`config.mk`:
```
export PLATFORM = sky130hd
export DESIGN_NAME = op_result_sel_flat
export DESIGN_NICKNAME = d
export VERILOG_FILES = /design/src/rtl/op_result_sel_if.sv /design/src/rtl/op_result_sel.sv /design/src/flat_wrapper.sv
export SDC_FILE = /design/constraint.sdc
export NUM_CORES = 1
export LEC_CHECK = 0
export ABC_AREA = 1
export BUFFER_PORTS_ARGS = -buffer_cell sky130_fd_sc_hd__buf_2
export CAP_MARGIN = 20
export CELL_PAD_IN_SITES_DETAIL_PLACEMENT = 1
export CELL_PAD_IN_SITES_GLOBAL_PLACEMENT = 2
export CORE_MARGIN = 1
export CORE_UTILIZATION = 24
export CTS_CLUSTER_DIAMETER = 40
export DETAILED_ROUTE_END_ITERATION = 8
export PLACE_DENSITY_LB_ADDON = 0.1
export SYNTH_ARGS = -nofsm -noshare
export SYNTH_HDL_FRONTEND = slang
export SYNTH_SLANG_ARGS = --single-unit
```
`constraint.sdc`:
```
create_clock -name clk -period 2.8 [get_ports clk]
set_input_delay 0.14 -clock clk [delete_from_list [all_inputs] [get_ports clk]]
set_output_delay 0.14 -clock clk [all_outputs]
set_load 0.05 [all_outputs]
```
`src/rtl/op_result_sel_if.sv`:
```
// Request/result bundle for op_result_sel. The producer/consumer side uses
// the master modport; the selector itself uses the slave modport.
interface op_result_sel_if #(
    parameter int N_OPS = 4,
    parameter int IN_W  = 64,
    parameter int OUT_W = 16
);
    // Request side: one-hot select over the flattened unit results
    logic [N_OPS*IN_W-1:0] op_data;
    logic [N_OPS-1:0]      op_err;
    logic [N_OPS-1:0]      op_sel;
    logic                  sel_valid;
    logic                  sel_ready;

    // Result side: registered sign/magnitude result with error reporting
    logic                  out_valid;
    logic                  out_ready;
    logic [OUT_W-1:0]      abs_out;
    logic                  neg;
    logic                  ovf;
    logic                  err;
    logic [1:0]            err_code;

    // Sticky error flag for the control FSM
    logic                  err_sticky;
    logic                  clr_err;

    modport master (
        output op_data, op_err, op_sel, sel_valid, out_ready, clr_err,
        input  sel_ready, out_valid, abs_out, neg, ovf, err, err_code, err_sticky
    );

    modport slave (
        input  op_data, op_err, op_sel, sel_valid, out_ready, clr_err,
        output sel_ready, out_valid, abs_out, neg, ovf, err, err_code, err_sticky
    );
endinterface

```
`src/rtl/op_result_sel.sv`:
```
// Registered result selector between the arithmetic units and the
// display/sign stage. One request is captured per handshake, the selected
// unit result is narrowed to OUT_W (saturating or wrapping), converted to
// sign/magnitude and held under a valid/ready handshake.
module op_result_sel #(
    parameter int N_OPS = 4,
    parameter int IN_W  = 64,
    parameter int OUT_W = 16,
    parameter bit SAT   = 1'b1
) (
    input  logic            clk,
    input  logic            reset_n,
    op_result_sel_if.slave  bus
);

    typedef enum logic [1:0] {
        S_IDLE = 2'd0,
        S_CALC = 2'd1,
        S_OUT  = 2'd2
    } state_t;

    localparam logic [1:0] ERR_NONE = 2'd0;
    localparam logic [1:0] ERR_SRC  = 2'd1;
    localparam logic [1:0] ERR_SEL  = 2'd2;

    // Saturation limits for the narrowed signed result
    localparam logic [OUT_W-1:0] SAT_MAX = {1'b0, {(OUT_W-1){1'b1}}};
    localparam logic [OUT_W-1:0] SAT_MIN = {1'b1, {(OUT_W-1){1'b0}}};

    // ------------------------------------------------------------------
    // State and registers
    // ------------------------------------------------------------------
    state_t             state_q,  state_d;

    // Capture registers loaded on accept
    logic [N_OPS-1:0]   sel_q,    sel_d;
    logic [IN_W-1:0]    data_q,   data_d;
    logic               serr_q,   serr_d;

    // Result registers driven straight onto the outputs
    logic               valid_q,  valid_d;
    logic [OUT_W-1:0]   abs_q,    abs_d;
    logic               neg_q,    neg_d;
    logic               ovf_q,    ovf_d;
    logic               err_q,    err_d;
    logic [1:0]         code_q,   code_d;
    logic               sticky_q, sticky_d;

    // ------------------------------------------------------------------
    // Combinational helpers
    // ------------------------------------------------------------------
    logic [IN_W-1:0]    chan_val;
    logic               chan_err;
    logic               sel_onehot;
    logic [IN_W-OUT_W:0] hi_bits;
    logic               narrow_ovf;
    logic [OUT_W-1:0]   narrowed;
    logic               narrow_neg;
    logic [OUT_W-1:0]   narrow_abs;
    logic               sticky_set;

    // AND-OR mux of the live request; a non-one-hot select produces junk
    // here, but that case is flagged as a bad select before it is used.
    always_comb begin
        // NOTE: every signal written in always_comb gets a default first so
        // no path through the block leaves it unassigned (no latch).
        chan_val = '0;
        chan_err = 1'b0;
        for (int k = 0; k < N_OPS; k++) begin
            if (bus.op_sel[k]) begin
                chan_val = chan_val | bus.op_data[k*IN_W +: IN_W];
                chan_err = chan_err | bus.op_err[k];
            end
        end
    end

    // One-hot check on the captured select: non-zero with a single bit set
    always_comb begin
        sel_onehot = (sel_q != '0) && ((sel_q & (sel_q - 1'b1)) == '0);
    end

    // Narrow the captured value to OUT_W and derive sign/magnitude
    always_comb begin
        // The value fits only if every bit from the OUT_W sign bit upward
        // is a copy of the same sign.
        hi_bits    = data_q[IN_W-1:OUT_W-1];
        narrow_ovf = !((&hi_bits) || (~|hi_bits));

        if (narrow_ovf && SAT) begin
            narrowed = data_q[IN_W-1] ? SAT_MIN : SAT_MAX;
        end else begin
            narrowed = data_q[OUT_W-1:0];
        end

        // The most-negative value negates to itself, which read as unsigned
        // is exactly its magnitude, so it needs no special case.
        narrow_neg = narrowed[OUT_W-1];
        narrow_abs = narrow_neg ? (-narrowed) : narrowed;
    end

    // Next-state, capture and result computation
    always_comb begin
        state_d    = state_q;
        sel_d      = sel_q;
        data_d     = data_q;
        serr_d     = serr_q;
        valid_d    = valid_q;
        abs_d      = abs_q;
        neg_d      = neg_q;
        ovf_d      = ovf_q;
        err_d      = err_q;
        code_d     = code_q;
        sticky_set = 1'b0;

        unique case (state_q)
            S_IDLE: begin
                if (bus.sel_valid) begin
                    sel_d   = bus.op_sel;
                    data_d  = chan_val;
                    serr_d  = chan_err;
                    state_d = S_CALC;
                end
            end

            S_CALC: begin
                // Bad select outranks a source error; either one zeroes
                // the numeric outputs.
                if (!sel_onehot) begin
                    err_d  = 1'b1;
                    code_d = ERR_SEL;
                    abs_d  = '0;
                    neg_d  = 1'b0;
                    ovf_d  = 1'b0;
                end else if (serr_q) begin
                    err_d  = 1'b1;
                    code_d = ERR_SRC;
                    abs_d  = '0;
                    neg_d  = 1'b0;
                    ovf_d  = 1'b0;
                end else begin
                    err_d  = 1'b0;
                    code_d = ERR_NONE;
                    abs_d  = narrow_abs;
                    neg_d  = narrow_neg;
                    ovf_d  = narrow_ovf;
                end
                sticky_set = err_d;
                valid_d    = 1'b1;
                state_d    = S_OUT;
            end

            S_OUT: begin
                if (bus.out_ready) begin
                    valid_d = 1'b0;
                    state_d = S_IDLE;
                end
            end

            default: begin
                valid_d = 1'b0;
                state_d = S_IDLE;
            end
        endcase
    end

    // Sticky error: clear on request, but a coincident set wins
    always_comb begin
        sticky_d = sticky_q;
        if (bus.clr_err) begin
            sticky_d = 1'b0;
        end
        if (sticky_set) begin
            sticky_d = 1'b1;
        end
    end

    // State, capture and result registers with asynchronous reset
    always_ff @(posedge clk or negedge reset_n) begin
        if (!reset_n) begin
            state_q  <= S_IDLE;
            sel_q    <= '0;
            data_q   <= '0;
            serr_q   <= 1'b0;
            valid_q  <= 1'b0;
            abs_q    <= '0;
            neg_q    <= 1'b0;
            ovf_q    <= 1'b0;
            err_q    <= 1'b0;
            code_q   <= ERR_NONE;
            sticky_q <= 1'b0;
        end else begin
            // NOTE: sequential state uses non-blocking assignments so every
            // register samples its _d value from before this edge.
            state_q  <= state_d;
            sel_q    <= sel_d;
            data_q   <= data_d;
            serr_q   <= serr_d;
            valid_q  <= valid_d;
            abs_q    <= abs_d;
            neg_q    <= neg_d;
            ovf_q    <= ovf_d;
            err_q    <= err_d;
            code_q   <= code_d;
            sticky_q <= sticky_d;
        end
    end

    // ------------------------------------------------------------------
    // Outputs: sel_ready is decoded from state and held low during reset;
    // everything else comes straight from registers.
    // ------------------------------------------------------------------
    assign bus.sel_ready  = (state_q == S_IDLE) && reset_n;
    assign bus.out_valid  = valid_q;
    assign bus.abs_out    = abs_q;
    assign bus.neg        = neg_q;
    assign bus.ovf        = ovf_q;
    assign bus.err        = err_q;
    assign bus.err_code   = code_q;
    assign bus.err_sticky = sticky_q;

endmodule
```
`src/flat_wrapper.sv`:
```
// flat-port wrapper written by rule: the top's interface ports become plain ports
module op_result_sel_flat 
#(
    parameter int N_OPS = 4,
    parameter int IN_W  = 64,
    parameter int OUT_W = 16,
    parameter bit SAT   = 1'b1
)
  (clk, reset_n, bus_op_data, bus_op_err, bus_op_sel, bus_sel_valid, bus_out_ready, bus_clr_err, bus_sel_ready, bus_out_valid, bus_abs_out, bus_neg, bus_ovf, bus_err, bus_err_code, bus_err_sticky);
  op_result_sel_if #(.N_OPS(N_OPS), .IN_W(IN_W), .OUT_W(OUT_W)) bus_i ();
  input  logic clk;
  input  logic reset_n;
  input wire logic [$bits(bus_i.op_data)-1:0] bus_op_data;
  input wire logic [$bits(bus_i.op_err)-1:0] bus_op_err;
  input wire logic [$bits(bus_i.op_sel)-1:0] bus_op_sel;
  input wire logic [$bits(bus_i.sel_valid)-1:0] bus_sel_valid;
  input wire logic [$bits(bus_i.out_ready)-1:0] bus_out_ready;
  input wire logic [$bits(bus_i.clr_err)-1:0] bus_clr_err;
  output wire logic [$bits(bus_i.sel_ready)-1:0] bus_sel_ready;
  output wire logic [$bits(bus_i.out_valid)-1:0] bus_out_valid;
  output wire logic [$bits(bus_i.abs_out)-1:0] bus_abs_out;
  output wire logic [$bits(bus_i.neg)-1:0] bus_neg;
  output wire logic [$bits(bus_i.ovf)-1:0] bus_ovf;
  output wire logic [$bits(bus_i.err)-1:0] bus_err;
  output wire logic [$bits(bus_i.err_code)-1:0] bus_err_code;
  output wire logic [$bits(bus_i.err_sticky)-1:0] bus_err_sticky;
  assign bus_i.op_data = bus_op_data;
  assign bus_i.op_err = bus_op_err;
  assign bus_i.op_sel = bus_op_sel;
  assign bus_i.sel_valid = bus_sel_valid;
  assign bus_i.out_ready = bus_out_ready;
  assign bus_i.clr_err = bus_clr_err;
  assign bus_sel_ready = bus_i.sel_ready;
  assign bus_out_valid = bus_i.out_valid;
  assign bus_abs_out = bus_i.abs_out;
  assign bus_neg = bus_i.neg;
  assign bus_ovf = bus_i.ovf;
  assign bus_err = bus_i.err;
  assign bus_err_code = bus_i.err_code;
  assign bus_err_sticky = bus_i.err_sticky;
  op_result_sel #(.N_OPS(N_OPS), .IN_W(IN_W), .OUT_W(OUT_W), .SAT(SAT)) u_core (.clk(clk), .reset_n(reset_n), .bus(bus_i));
endmodule
```
# [Word level (Yosys, flattened, before mapping)]
# Cells that the tools add are included.
# W data, S select, Z words.
[op_classes] add_sub_neg=2 n_mul=0 div_mod_pow=0 magnitude_cmp=0 eq_ne=4 n_shift=0 mux=29 n_bitwise=8 n_reduce_logical=14
[op_table] op="$mux W64" count=4
[op_table] op="$or A64 B64 Y64" count=3
[op_table] op="$mux W16" count=5
[op_table] op="$reduce_and A49 Y1" count=1
[op_table] op="$reduce_or A49 Y1" count=1
[op_table] op="$neg A16 Y16" count=1
[op_table] op="$mux W1" count=15
[op_table] op="$mux W2" count=3
[op_table] op="$pmux W2 S3" count=1
[op_table] op="$reduce_and A2 Y1" count=3
[op_table] op="$and A4 B4 Y4" count=1
[op_table] op="$logic_not A4 Y1" count=1
[op_table] op="$ne A2 B2 Y1 const B" count=2
[op_table] op="$reduce_bool A4 Y1" count=1
[op_table] op="$sub A4 B1 Y4 const B" count=1
[op_table] op="$or A1 B1 Y1" count=3
[op_table] op="$pmux W1 S3" count=1
[op_table] op="$eq A2 B1 Y1 const B" count=1
[op_table] op="$eq A2 B2 Y1 const B" count=1
[op_table] op="$logic_and A1 B1 Y1" count=2
[op_table] op="$logic_not A1 Y1" count=2
[op_table] op="$logic_not A2 Y1" count=1
[op_table] op="$reduce_bool A2 Y1" count=1
[op_table] op="$logic_or A1 B1 Y1" count=1
[op_table] op="$not A1 Y1" count=1
[totals] reg_bits=94 latch_bits=0 mem_bits_rw=0 rom_bits=0 input_bits=269 word_cells=68 n_memories=0

# [Depth between registers and ports, before layout]
[logic_depth] depth_word=8 ltp_mapped=18 depth_no_buf=18

# [Worst setup path before layout]
# No wires, ideal clock.
[synth_path] path_type="flip-flop to flip-flop" from="reg u_core.data_q[18]" to="reg u_core.abs_q[10] (netlist: u_core.bus.abs_out[10])" setup_time_ns=0.122 t_arrival_ns=2.067 required_ns=2.678 setup_slack_ns=0.610 stages_incl_launch_ff=17 path_buffers=0 synth_period_minus_slack_ns=2.190 cell_sequence="dfrtp_1 or2_1 nor2_1 nand2_1 nor2_2 nand2_4 nand2_8 inv_4 a21oi_1 ha_1 inv_1 a21oi_1 nand3_2 nand2_4 nand2_1 nor2_1 o21ai_1"
[synth_via] elab_chain_len=8 word_cells_on_any_way=9 classes_between="1 x add/sub; 4 x mux; 4 x reduce/logical"
[synth_rtl] item="start, declared" line="op_result_sel.sv:37" rtl="logic [IN_W-1:0] data_q, data_d;"
[synth_rtl] item="start signal, assigned" line="op_result_sel.sv:196" rtl="data_q <= data_d;"
[synth_rtl] item="$reduce_or A49 Y1" line="op_result_sel.sv:87" rtl="narrow_ovf = !((&hi_bits) || (~|hi_bits));"
[synth_rtl] item="$logic_not A1 Y1" line="op_result_sel.sv:87"
[synth_rtl] item="$logic_or A1 B1 Y1 *" line="op_result_sel.sv:87"
[synth_rtl] item="$mux W16 *" line="op_result_sel.sv:89" rtl="if (narrow_ovf && SAT) begin"
[synth_rtl] item="$neg A16 Y16" line="op_result_sel.sv:98" rtl="narrow_abs = narrow_neg ? (-narrowed) : narrowed;"
[synth_rtl] item="$mux W16 *" line="op_result_sel.sv:98"
[synth_rtl] item="$mux W16 *" line="op_result_sel.sv:134" rtl="end else if (serr_q) begin"
[synth_rtl] item="$mux W16 *" line="op_result_sel.sv:128" rtl="if (!sel_onehot) begin"
[synth_rtl] item="end signal, assigned" line="op_result_sel.sv:199" rtl="abs_q <= abs_d;"
[synth_rtl] item="end, declared" line="op_result_sel.sv:42" rtl="logic [OUT_W-1:0] abs_q, abs_d;"
# Every way passes the cells marked *; elsewhere a longest branch is shown, timed or not.
# A chain may end at the register's enable or synchronous reset.

# [Worst setup path after layout]
# Same ends and word-level chain as after synthesis.

==> summary.md <==
| Metric | Value |
|---|---|
| Status | `completed` |
| TNS Setup | `0 ns` |
| Clk pin slew, worst setup/hold paths | `0.07 ns` |
| Worst-Margin Slew | `0.823 ns` |
| Crit Path Max Fanout | `8` |
| Avg Cell Area, Syn | `8.15 sq um` |
| DRC | `0` |
| Total grt overflow | `0` |
| Core area | `0.0228 sq mm` |
| Post-CTS Setup Bufs | `0` |
| Fin. max-slew vios | `0` |
| Syn nets | `961` |
| Fmax | `412 MHz` |
| Max-Cap Viols | `0` |
| HPWL Detailed | `16.7 mm` |
| GR peak layer | `met2` |
| Die area | `0.0241 sq mm` |
| Critical Path Sink Type | `flip-flop` |
| CP arrival | `2.71 ns` |
| GR Layer Usage met3 | `3.68%` |
| Count leader, synth | `nand2_1` |
| Ys async rst share | `100%` |
| Share of layout cells above drive strength 1 | `36.2%` |
| Fillers | `2858` |
| Synth Flop Type | `dfrtp_1` |
| Vias in the first global route | `6345` |
| Startpoint types | `flip-flop` |
| CTS sink count | `94` |
| Row count | `55` |
| First-pass GRT wire length | `34.2 mm` |
| Period utilisation layout | `86.8%` |
| Final period demand of the worst path | `2.43 ns` |
| Total track usage | `18.2%` |
| PortBufs | `292` |
| GRT met2 Usage | `31.1%` |
| GPL Wtd Cong | `0.728` |
| Final Skew | `0.0112 ns` |
| GR Layer Usage met1 | `23.7%` |
| Synthesized instance count | `691` |
| Clock buffer count from CTS | `9` |
| Synth cell types | `40` |
| Pin count of the biggest net entering global routing | `78` |
| Area growth syn-to-layout | `38.2%` |
| Chip width | `155 um` |
| Hold Path Depth | `3` |
| Final hold viol count | `0` |
| Wirelength per Cell | `16.7 um` |
| P per Cell Area | `867 mW/mm^2` |
| Worst slew margin | `45.1%` |
| Setup repair after global routing missed its margin | `no` |
| Hold WS | `0.0806 ns` |
| Synth top area share | `41.8%` |
| Starting DRC count in detailed routing | `256` |
| Clk buf depth | `2` |
| Final core occ | `34.1%` |
| Maximum vdd ir drop | `289 uV` |
| Synth Register Bits | `94` |
| Sequential fraction of the synthesis area | `41.8%` |
| Critical path type | `reg -> reg` |
| First-pass DRT Iterations | `4` |
| DRT Wirelength | `21.4 mm` |
| Vias per cell | `4.73` |
| Worst EP required | `3.08 ns` |
| Synth Warn # | `0` |
| Ports | `293` |
| Root buf cell | `clkbuf_16` |
| DR vias | `6054` |
| Ranking of synthesized cells by area | `dfrtp_1 42%, nand2_1 13%, a221oi_1 10%` |
| Worst Hold Class | `in -> reg` |
| Hold Crit Endpoint | `u_core.state_q[1]` |
| Post-DRT Antenna Nets | `0` |
| Clock latency on the worst-skew pair | `0.35 ns` |
| CTS tree | `done` |
| Post-synth top cells | `196 x nand2_1, 94 x dfrtp_1, 76 x o21ai_0` |
| Placed cells | `1263` |
| Critical hold path startpoint | `bus_out_ready` |
| Die height | `155 um` |
| Starting Density | `24.7%` |
| ANT cells | `0` |
| Layout Nets | `1233` |
| Post-synthesis cell area | `0.00563 sq mm` |
| P_leak | `0.00390 uW` |
| Post-synth top area cell | `dfrtp_1` |
| R2r setup slk | `0.37 ns` |
| Reg2reg path depth | `17` |
| Reg-to-reg endpoint | `u_core.bus.abs_out[10]` |
| H-Tree Level Count | `3` |
| Fin cells | `1281` |
| # setup viols final | `0` |
| Worst R2R Start | `u_core.data_q[18]` |
| Initial antenna violation count | `0` |
| Post-synth EDFFs | `0` |
what timing repair did:
action	CTS	global route
gates resized for setup	0	0
hold buffers	2	0
hold endpoints to repair	39	0
sequential cells by signal, indices dropped and copies added (netlist names):
signal / count
u_core.bus.out_valid: 1
u_core.bus.ovf: 1
u_core.state_q: 2
u_core.bus.neg: 1
u_core.sel_q: 4
u_core.data_q: 64
u_core.serr_q: 1
u_core.bus.abs_out: 16
u_core.bus.err_sticky: 1
u_core.bus.err: 1
u_core.bus.err_code: 2
worst max path at each step:
stage                       from  cells past startpoint                endpoint  slack [ns]
4_1_cts        u_core.data_q[18]                     17  u_core.bus.abs_out[10]        0.34
5_1_grt        u_core.data_q[18]                     17   u_core.bus.abs_out[8]        0.02
3_5_place_dp   u_core.data_q[18]                     17  u_core.bus.abs_out[10]        0.35
2_1_floorplan  u_core.data_q[18]                     16  u_core.bus.abs_out[10]        0.61
3_3_place_gp   u_core.data_q[58]                     17  u_core.bus.abs_out[10]        0.42
6_report       u_core.data_q[18]                     17  u_core.bus.abs_out[10]        0.37
through the flow:
step | area (sq um) | power (uW) | worst slack [ns]
after detailed placement | 7450 | 5490 | 0.354
after global routing | 7790 | 7400 | 0.0202
after floorplan | 5630 | 4570 | 0.610
final | 7790 | 6750 | 0.371
after CTS | 7790 | 6870 | 0.337
after global placement | 7450 | 5450 | 0.422
power breakdown:
| group | internal (uW) | switching, uW |
|---|---|---|
| Sequential | 2010 | 460 |
| Combinational | 1020 | 1920 |
| Clock | 806 | 536 |
| Total | 3840 | 2920 |
layout make-up:
type                            count  area, sq um  area share (%)
Multi-Input combinational cell    526         2990            38.4
Sequential cell                    94         2350            30.2
Timing Repair Buffer              310         1650            21.2
Tap cell                          313          392            5.03
Clock buffer                       12          246            3.17
Inverter                           22         85.1            1.09
Clock inverter                      4         70.1           0.900
per-layer routing:
layer | vias to the layer above | share of wire (%)
met5 | - | 0
met4 | 0 | 0.72
met3 | 9 | 4.2
met2 | 147 | 49
met1 | 2864 | 46
li1 | 3034 | -
cell usage in the layout (no fill, tap or decap), types with 2 or more instances in the layout:
cell	netlist	final
nand2_1	196	195
buf_12	1	4
xor2_1	2	2
nand3_1	15	15
dlygate4sd3_1	0	2
nand4_1	6	6
a221oi_1	65	65
nand3_2	4	4
bufinv_16	0	2
inv_1	19	19
buf_2	1	291
nor2_1	55	55
buf_4	2	13
clkbuf_1	37	2
a22o_1	65	65
a21oi_1	5	5
o211ai_1	2	2
nand2_4	2	3
nor2_4	3	3
nor2_2	4	4
o21ai_0	76	76
dfrtp_1	94	94
nand3b_1	2	2
inv_2	2	2
nand2_2	5	5
clkinv_2	0	2
o21ai_1	5	5
nand2_8	2	2
clkbuf_16	0	9
critical path, cell delays in order, from the launching register on:
cell and delay (ns):
dfrtp_1 0.40, or2_1 0.23, nor2_1 0.10, nand2_1 0.08
nor2_2 0.15, nand2_4 0.12, nand2_8 0.08, inv_4 0.06
a21oi_1 0.17, ha_1 0.19, inv_1 0.04, a21oi_1 0.18
nand3_2 0.13, nand2_4 0.12, nand2_1 0.08, nand2_1 0.07
nand2_1 0.05, o21ai_1 0.11
kinds of logic after synthesis:
| logic type | after synthesis | share of synthesized area, % |
|---|---|---|
| simple gates | 299 | 23.2 |
| compound gates | 224 | 29.2 |
| flops | 94 | 41.8 |
| buf+inv | 71 | 5.35 |
| xor+xnor | 2 | 0.311 |
| fa+ha+maj | 1 | 0.222 |
Note: power is estimated with default switching activity, not from simulation.
